### src/rtl/lcd_pkg.sv
// Shared constants and helpers for the RGB565 LCD output stage: Bayer matrix,
// channel widths and the add/saturate/truncate primitive.
package lcd_pkg;

  localparam int unsigned IN_W = 8;
  localparam int unsigned R_W  = 5;
  localparam int unsigned G_W  = 6;
  localparam int unsigned B_W  = 5;

  // 4x4 ordered-dither thresholds, indexed [row][column].
  localparam logic [3:0] BAYER [4][4] = '{
    '{4'd0,  4'd8,  4'd2,  4'd10},
    '{4'd12, 4'd4,  4'd14, 4'd6 },
    '{4'd3,  4'd11, 4'd1,  4'd9 },
    '{4'd15, 4'd7,  4'd13, 4'd5 }
  };

  // Adds a small dither offset, clamps at full scale, then drops LSBs.
  // The result is right-aligned; callers keep only their output width.
  function automatic logic [IN_W-1:0] sat_trunc(
    input logic [IN_W-1:0] c,
    input logic [2:0]      add,
    input int unsigned     drop
  );
    logic [IN_W:0] s;
    s = {1'b0, c} + {{(IN_W-2){1'b0}}, add};
    if (s[IN_W]) begin
      return {IN_W{1'b1}} >> drop;
    end
    return s[IN_W-1:0] >> drop;
  endfunction

endpackage

### src/rtl/dither_chan.sv
// One colour channel of the output stage: dither add, saturation, truncation
// to OUT_W bits and the output register, blanked outside the active area.
module dither_chan
  import lcd_pkg::*;
#(
  parameter int unsigned OUT_W = 5
) (
  input  logic             clk,
  input  logic             rst_n,
  input  logic             de_p1,
  input  logic [IN_W-1:0]  c_p1,
  input  logic [2:0]       add_p1,
  output logic [OUT_W-1:0] out_p2
);

  localparam int unsigned DROP = IN_W - OUT_W;

  logic [OUT_W-1:0] out_p2_d;
  logic [OUT_W-1:0] out_p2_q;

  always_comb begin
    out_p2_d = '0;
    if (de_p1) begin
      out_p2_d = OUT_W'(sat_trunc(c_p1, add_p1, DROP));
    end
  end

  // stage 2: channel output register
  always_ff @(posedge clk or negedge rst_n) begin
    if (!rst_n) begin
      out_p2_q <= '0;
    end else begin
      out_p2_q <= out_p2_d;
    end
  end

  assign out_p2 = out_p2_q;

endmodule

### src/rtl/lcd_dither565.sv
// RGB888 to RGB565 LCD output stage with 4x4 ordered dithering, optional
// per-frame pattern rotation and a fixed two-cycle sync/DE/colour pipeline.
module lcd_dither565
  import lcd_pkg::*;
#(
  parameter bit DITHER_ENA   = 1'b1,
  parameter bit TEMPORAL_ENA = 1'b1
) (
  input  logic            video_clk,
  input  logic            reset_n,
  input  logic            hsync,
  input  logic            vsync,
  input  logic            dotenable,
  input  logic [IN_W-1:0] rin,
  input  logic [IN_W-1:0] gin,
  input  logic [IN_W-1:0] bin,
  output logic            lcd_hsync_n,
  output logic            lcd_vsync_n,
  output logic            lcd_de,
  output logic [R_W-1:0]  lcd_r,
  output logic [G_W-1:0]  lcd_g,
  output logic [B_W-1:0]  lcd_b
);

  logic [1:0] xcnt_d,  xcnt_q;
  logic [1:0] ycnt_d,  ycnt_q;
  logic [1:0] frame_d, frame_q;
  logic       de_prev_d, de_prev_q;
  logic       vs_prev_d, vs_prev_q;
  logic       vs_rise, de_fall;
  logic [1:0] bx;
  logic [3:0] t_p0;

  logic            hs_p1_d, hs_p1_q;
  logic            vs_p1_d, vs_p1_q;
  logic            de_p1_d, de_p1_q;
  logic [IN_W-1:0] r_p1_d, r_p1_q;
  logic [IN_W-1:0] g_p1_d, g_p1_q;
  logic [IN_W-1:0] b_p1_d, b_p1_q;
  logic [2:0]      t_p1_d, t_p1_q;

  logic hs_n_p2_d, hs_n_p2_q;
  logic vs_n_p2_d, vs_n_p2_q;
  logic de_p2_d,   de_p2_q;

  // stage 0: position counters, edge detects and threshold lookup
  always_comb begin
    vs_rise   = vsync & ~vs_prev_q;
    de_fall   = ~dotenable & de_prev_q;
    de_prev_d = dotenable;
    vs_prev_d = vsync;
    xcnt_d    = dotenable ? xcnt_q + 2'd1 : 2'd0;
    ycnt_d    = ycnt_q;
    frame_d   = frame_q;
    // A frame start outranks an end-of-line on the same cycle.
    if (vs_rise) begin
      ycnt_d  = 2'd0;
      frame_d = frame_q + 2'd1;
    end else if (de_fall) begin
      ycnt_d  = ycnt_q + 2'd1;
    end
    bx   = xcnt_q + (TEMPORAL_ENA ? frame_q : 2'd0);
    t_p0 = DITHER_ENA ? BAYER[ycnt_q][bx] : 4'd0;
  end

  always_ff @(posedge video_clk or negedge reset_n) begin
    if (!reset_n) begin
      xcnt_q    <= 2'd0;
      ycnt_q    <= 2'd0;
      frame_q   <= 2'd0;
      de_prev_q <= 1'b0;
      vs_prev_q <= 1'b0;
    end else begin
      xcnt_q    <= xcnt_d;
      ycnt_q    <= ycnt_d;
      frame_q   <= frame_d;
      de_prev_q <= de_prev_d;
      vs_prev_q <= vs_prev_d;
    end
  end

  // stage 1: register syncs, DE, colour and threshold (only t[3:1] is ever used)
  always_comb begin
    hs_p1_d = hsync;
    vs_p1_d = vsync;
    de_p1_d = dotenable;
    r_p1_d  = rin;
    g_p1_d  = gin;
    b_p1_d  = bin;
    t_p1_d  = t_p0[3:1];
  end

  always_ff @(posedge video_clk or negedge reset_n) begin
    if (!reset_n) begin
      hs_p1_q <= 1'b0;
      vs_p1_q <= 1'b0;
      de_p1_q <= 1'b0;
    end else begin
      hs_p1_q <= hs_p1_d;
      vs_p1_q <= vs_p1_d;
      de_p1_q <= de_p1_d;
    end
  end

  // Colour payload is blanked downstream by DE, so it needs no reset.
  always_ff @(posedge video_clk) begin
    r_p1_q <= r_p1_d;
    g_p1_q <= g_p1_d;
    b_p1_q <= b_p1_d;
    t_p1_q <= t_p1_d;
  end

  // stage 2: inverted syncs, DE and per-channel dither
  always_comb begin
    hs_n_p2_d = ~hs_p1_q;
    vs_n_p2_d = ~vs_p1_q;
    de_p2_d   = de_p1_q;
  end

  always_ff @(posedge video_clk or negedge reset_n) begin
    if (!reset_n) begin
      hs_n_p2_q <= 1'b1;
      vs_n_p2_q <= 1'b1;
      de_p2_q   <= 1'b0;
    end else begin
      hs_n_p2_q <= hs_n_p2_d;
      vs_n_p2_q <= vs_n_p2_d;
      de_p2_q   <= de_p2_d;
    end
  end

  dither_chan #(.OUT_W(R_W)) u_chan_r (
    .clk    (video_clk),
    .rst_n  (reset_n),
    .de_p1  (de_p1_q),
    .c_p1   (r_p1_q),
    .add_p1 (t_p1_q),
    .out_p2 (lcd_r)
  );

  dither_chan #(.OUT_W(G_W)) u_chan_g (
    .clk    (video_clk),
    .rst_n  (reset_n),
    .de_p1  (de_p1_q),
    .c_p1   (g_p1_q),
    .add_p1 ({1'b0, t_p1_q[2:1]}),
    .out_p2 (lcd_g)
  );

  dither_chan #(.OUT_W(B_W)) u_chan_b (
    .clk    (video_clk),
    .rst_n  (reset_n),
    .de_p1  (de_p1_q),
    .c_p1   (b_p1_q),
    .add_p1 (t_p1_q),
    .out_p2 (lcd_b)
  );

  assign lcd_hsync_n = hs_n_p2_q;
  assign lcd_vsync_n = vs_n_p2_q;
  assign lcd_de      = de_p2_q;

endmodule

### config.mk
export PLATFORM = sky130hd
export DESIGN_NAME = lcd_dither565
export DESIGN_NICKNAME = d
export VERILOG_FILES = /design/src/rtl/lcd_pkg.sv /design/src/rtl/dither_chan.sv /design/src/rtl/lcd_dither565.sv
export SDC_FILE = /design/constraint.sdc
export NUM_CORES = 1
export LEC_CHECK = 0
export ABC_AREA = 1
export CAP_MARGIN = 20
export CORE_AREA = 2 2 96 52
export CTS_BUF_LIST = sky130_fd_sc_hd__clkbuf_8 sky130_fd_sc_hd__clkbuf_16
export CTS_CLUSTER_DIAMETER = 40
export DETAILED_ROUTE_END_ITERATION = 7
export DIE_AREA = 0 0 98 54
export PLACE_DENSITY = 0.83
export SYNTH_ARGS = -nofsm -noshare
export SYNTH_HDL_FRONTEND = slang
export SYNTH_SLANG_ARGS = --single-unit
### constraint.sdc
create_clock -name video_clk -period 1.98 [get_ports video_clk]
set_input_delay 0.297 -clock video_clk [delete_from_list [all_inputs] [get_ports video_clk]]
set_output_delay 0.297 -clock video_clk [all_outputs]
set_load 0.02 [all_outputs]
## Yosys cells after proc, flatten, opt, wreduce, memory -nomap -nowiden

Index checks and enable logic that the tools add are counted.

- Register bits after elaboration: 55
- Bits of input ports: 29
- Logic and storage cells: 57

- $add $sub $neg: 7
- Magnitude comparators: 2
- Muxes and demuxes: 24
- Bitwise operators: 7
- Reductions and logical operators: 1

Operators by type and width:

| kind | count |
|---|---|
| binary-select mux 16 bit (select 2 bit) | 1 |
| 2-to-1 mux 16 bit | 2 |
| 2-to-1 mux 5 bit | 6 |
| adder 8 x 3 -> 9 bit | 2 |
| 2-to-1 mux 6 bit | 3 |
| adder 8 x 2 -> 9 bit | 1 |
| binary-select mux 4 bit (select 2 bit) | 1 |
| 2-to-1 mux 4 bit | 2 |
| adder 2 x 1 -> 2 bit (second input constant) | 3 |
| greater-or-equal comparator 3 bit (second input constant) | 2 |
| 2-to-1 mux 1 bit | 6 |
| 2-to-1 mux 2 bit | 3 |
| NOT 2 -> 3 bit | 2 |
| NOT 1 bit | 3 |
| adder 2 bit | 1 |
| AND 1 bit | 2 |
| nonzero test 2 bit | 1 |

## Depth between registers and ports, before layout

- Depth in word-level cells: 7
- Mapped depth: 9
- Depth with buffers taken out: 9

## Cells and area by module

A second synthesis with hierarchy kept.

- Cell total of the unflattened synthesis: 260
- Area total of the unflattened synthesis: 2225.9 um^2

Modules (own cells, without submodules):

| module | times used | cells each | area an instance (um^2) |
|---|---|---|---|
| lcd_dither565 | 1 | 88 | 1084.8 |
| dither_chan (u_chan_b ...) | 2 | 53 | 352.8 |
| dither_chan (u_chan_g) | 1 | 66 | 435.4 |

## Worst setup path after synthesis

OpenSTA, ideal clock, no wires.

- Kind: reg-to-reg
- Start: register t_p1_q[2]
- End: register u_chan_r.out_p2_q[1] (netlist: u_chan_r.out_p2[1])
- Setup time: 0.119 ns
- Arrival: 1.116 ns
- Path slack: 0.745 ns
- Cell stages (with the launch flop): 7
- Clock period less this slack: 1.235 ns
- Cells stage by stage: dfxtp_1 > ha_1 > or2_2 > nand3_1 > nand2_1 > nand2_1 > nor2_1

- Longest elaborated chain between the ends: 5

RTL lines:

| item | line | source |
|---|---|---|
| from (decl) | lcd_dither565.sv:40 | `logic [2:0] t_p1_d, t_p1_q;` |
| from (signal assigned) | lcd_dither565.sv:110 | `t_p1_q <= t_p1_d;` |
| adder 8 x 3 -> 9 bit (*) | lcd_pkg.sv:26 | `s = {1'b0, c} + {{(IN_W-2){1'b0}}, add};` |
| 2-to-1 mux 1 bit | lcd_pkg.sv:27 | `if (s[IN_W]) begin` |
| 2-to-1 mux 1 bit | dither_chan.sv:23 | `if (de_p1) begin` |
| 2-to-1 mux 5 bit (*) | lcd_pkg.sv:30 | `return s[IN_W-1:0] >> drop;` |
| 2-to-1 mux 5 bit (*) | dither_chan.sv:23 |  |
| net u_chan_r.out_p2_d[1] | dither_chan.sv:18 | `logic [OUT_W-1:0] out_p2_d;` |
| to (signal assigned) | dither_chan.sv:33 | `out_p2_q <= out_p2_d;` |
| to (decl) | dither_chan.sv:19 | `logic [OUT_W-1:0] out_p2_q;` |

The timed path passes the listed nets; every way through them passes the cells marked *. The select of a mux whose other input is x is not followed.
A chain may end at the register's enable or synchronous reset.

## Final worst setup path

- Start: register vs_n_p2_q (netlist: lcd_vsync_n)
- End: output lcd_vsync_n

RTL lines:

| item | line | source |
|---|---|---|
| from (decl) | lcd_dither565.sv:43 | `logic vs_n_p2_d, vs_n_p2_q;` |
| from (signal assigned) | lcd_dither565.sv:127 | `vs_n_p2_q <= vs_n_p2_d;` |
| to (decl) | lcd_dither565.sv:18 | `output logic lcd_vsync_n,` |

No word-level cell between the ends.

==> metrics <==
CP Data Arrival Time 1.44 ns; Boundary Pins 48; Initial DRC Count 30; vias 1,577; Port Buffers 47; Max Buffers Root-to-Sink 2; worst path required time 1.68 ns; crit path buf inv count 1; Root Buffer Master clkbuf_8; syn_nets 254; RSZ-0062 raised after global routing false; register area 1244 um^2; final design utilization 59.33%; Psw 780.6 uW; # H-tree levels 2; Comb pwr share 25.0%; post-route insts no fill 333; gr usage total 16.04%; TritonCTS buffer count 5; Crit-path slowest cell clkdlybuf4s50_1; setup TNS 0 ns; Initial Util 45.29%; CP max stage delay 0.59 ns; area grow syn2layout 31.00%; family with the most delay on the worst path buffers and inverters; Total Nets Final 309; setup violators final 0; grt total ovfl 0; commonest non-fill, non-tap cell in the layout clkdlybuf4s50_1; Post-Place Setup Slack 0.5988 ns; die height ~54 um; area of the multi-input gates 714.4 um^2; CTS sink count 55; clock latency on the worst-skew pair 0.31 ns; placed cells around 330; Die W 98 um; worst hold path type primary input to asynchronous set/reset pin; layout cell share with drive strength beyond 1 9.524%; Clock Power Share between 20% and 30%; Startpoint Class flip-flop; Setup Skew 0.01160 ns; crit share post-route 87.85%; critical path type flip-flop to primary output; number of global-route vias before repair 1,468; cells after synthesis 217; remaining antenna violation count 0; Std-Cell Rows 18; clock transition at the registers of the reported paths about 0.10 ns; Final min period 1.739 ns; Core Box Area 4572 um^2; critical path peak fanout 1; cts hold-fix bufs 0; initial antenna violation count 0; total power draw 2.570 mW; post-synthesis cell type count 25; Critical Path Sink Type primary output; sw frac between 30% and 40%; Vias/cell 4.736; final hold vios 0; sequential fraction of the synthesis area 60.06%; final slew viol count 0; largest net degree at the start of global routing 29; CP cell instances clkdlybuf4s50_1; Syn Area/Cell 9.543 um^2; worst vdd ir 0.0004220 V; Final HPWL DP 2887 um; die area 5292 um^2; Inserted Diodes 0; global-route wire length before repair 6430 um; PnR worst setup slack 0.2405 ns; Synth Cell Area approximately 2100 um^2; GPL Wtd Cong a little under 0.9; register bit total from synthesis 55; Seq pwr share 51.9%; WL per Instance 11.60 um; status finished clean; worst slew pin tran roughly 0.40 ns; # DRC 0; Power Density 947.4 nW/um^2; fmax 574.9 MHz; WL final 3864 um; postcts setup bufs 0; max-cap violations 0; DR pass1 iterations 4; Leakage 1.296 nW; PostCTS Resize Cnt 0; yosys warns 0; FILL cells between 400 and 500; CTS tree yes; P_int ~1.8 mW; commonest non-fill, non-tap cells in the layout clkdlybuf4s50_1, nand2_1, inv_1, dfxtp_1, dfrtp_1; slew margin rel. 73.56%
## synthesized netlist by cell type
cell / n / share of area, %
a21oi_1: 14 / 3.4
a31oi_1: 1 / 0.30
clkbuf_1: 1 / 0.18
dfrtp_1: 26 / 31
dfstp_2: 2 / 2.5
dfxtp_1: 27 / 26
ha_1: 8 / 4.8
inv_1: 27 / 4.9
inv_2: 2 / 0.36
nand2_1: 45 / 8.2
nand2_2: 7 / 2.1
nand3_1: 15 / 3.6
nand3_2: 1 / 0.48
nand3b_1: 1 / 0.36
nand4_1: 4 / 1.2
nor2_1: 15 / 2.7
nor2_2: 2 / 0.60
nor3_1: 1 / 0.24
nor3_2: 1 / 0.48
nor3_4: 1 / 0.79
o21ai_0: 4 / 0.97
o21ai_1: 4 / 0.97
or2_2: 1 / 0.30
xnor2_1: 6 / 2.5
xor2_1: 1 / 0.42
## layout make-up
class | count | share of cell area [%]
Sequential cell | 55 | 45.85
Multi-Input combinational cell | 132 | 26.34
Timing Repair Buffer | 49 | 17.90
Inverter | 29 | 4.013
Tap cell | 60 | 2.768
Clock buffer | 5 | 2.537
Clock inverter | 3 | 0.5996
## power by group through the flow
stage               logic (mW)  registers (mW)  clock network [mW]
finish                   0.642            1.33               0.595
CTS                      0.645            1.33               0.613
global placement         0.618            1.35                   0
detailed placement       0.641            1.36                   0
global route             0.719            1.35               0.649
floorplan                0.364            1.39                   0
## stage by stage
| step | instance area [um^2] | hold slack [ns] |
|---|---|---|
| after global placement | 2628 | 0.3421 |
| after floorplan | 2071 | 0.001409 |
| after global routing | 2713 | 0.3865 |
| after CTS | 2713 | 0.3588 |
| final | 2713 | 0.3566 |
| after detailed placement | 2628 | 0.3459 |
## layer usage
metal	global-route usage, %	part of all wire, %	vias up	routed length [um]
met1	20.44	46	724	1787
met4	4.861	1.2	0	48
met2	26.83	45	55	1722
met3	5.195	7.9	6	305
li1	-	-	792	-
met5	0	0	-	0
## cells by family after synthesis
kind of cell             Yosys count  synth area share, %
AND/OR/NAND/NOR                   94                21.09
flip-flops                        55                60.06
buffers and inverters             30                5.438
AO/OA/AOI/OAI                     23                5.620
adder cells (fa/ha/maj)            8                4.834
XOR/XNOR                           7                2.961
## path summary, 6_finish.rpt
check	cells after the start	to	start	slack, ns
setup / recovery	1	lcd_vsync_n	lcd_vsync_n	0.24
hold / removal	2	u_chan_b.out_p2[4]	reset_n	0.36
setup reg to reg	5	u_chan_r.out_p2[0]	t_p1_q[2]	0.62
hold reg to reg	1	lcd_hsync_n	hs_p1_q	0.36
max in group asynchronous	2	lcd_hsync_n	reset_n	1.32
min in group video_clk	1	lcd_hsync_n	hs_p1_q	0.36
## registers in the layout, summed over array words and instances, names as in the netlist
signal           cells
u_chan_r.out_p2      5
u_chan_b.out_p2      5
t_p1_q               3
frame_q              2
b_p1_q               8
lcd_de               1
xcnt_q               2
ycnt_q               2
hs_p1_q              1
de_p1_q              1
g_p1_q               8
lcd_vsync_n          1
r_p1_q               8
u_chan_g.out_p2      6
lcd_hsync_n          1
vs_p1_q              1
No activity file was read; power rests on OpenSTA's default activity.
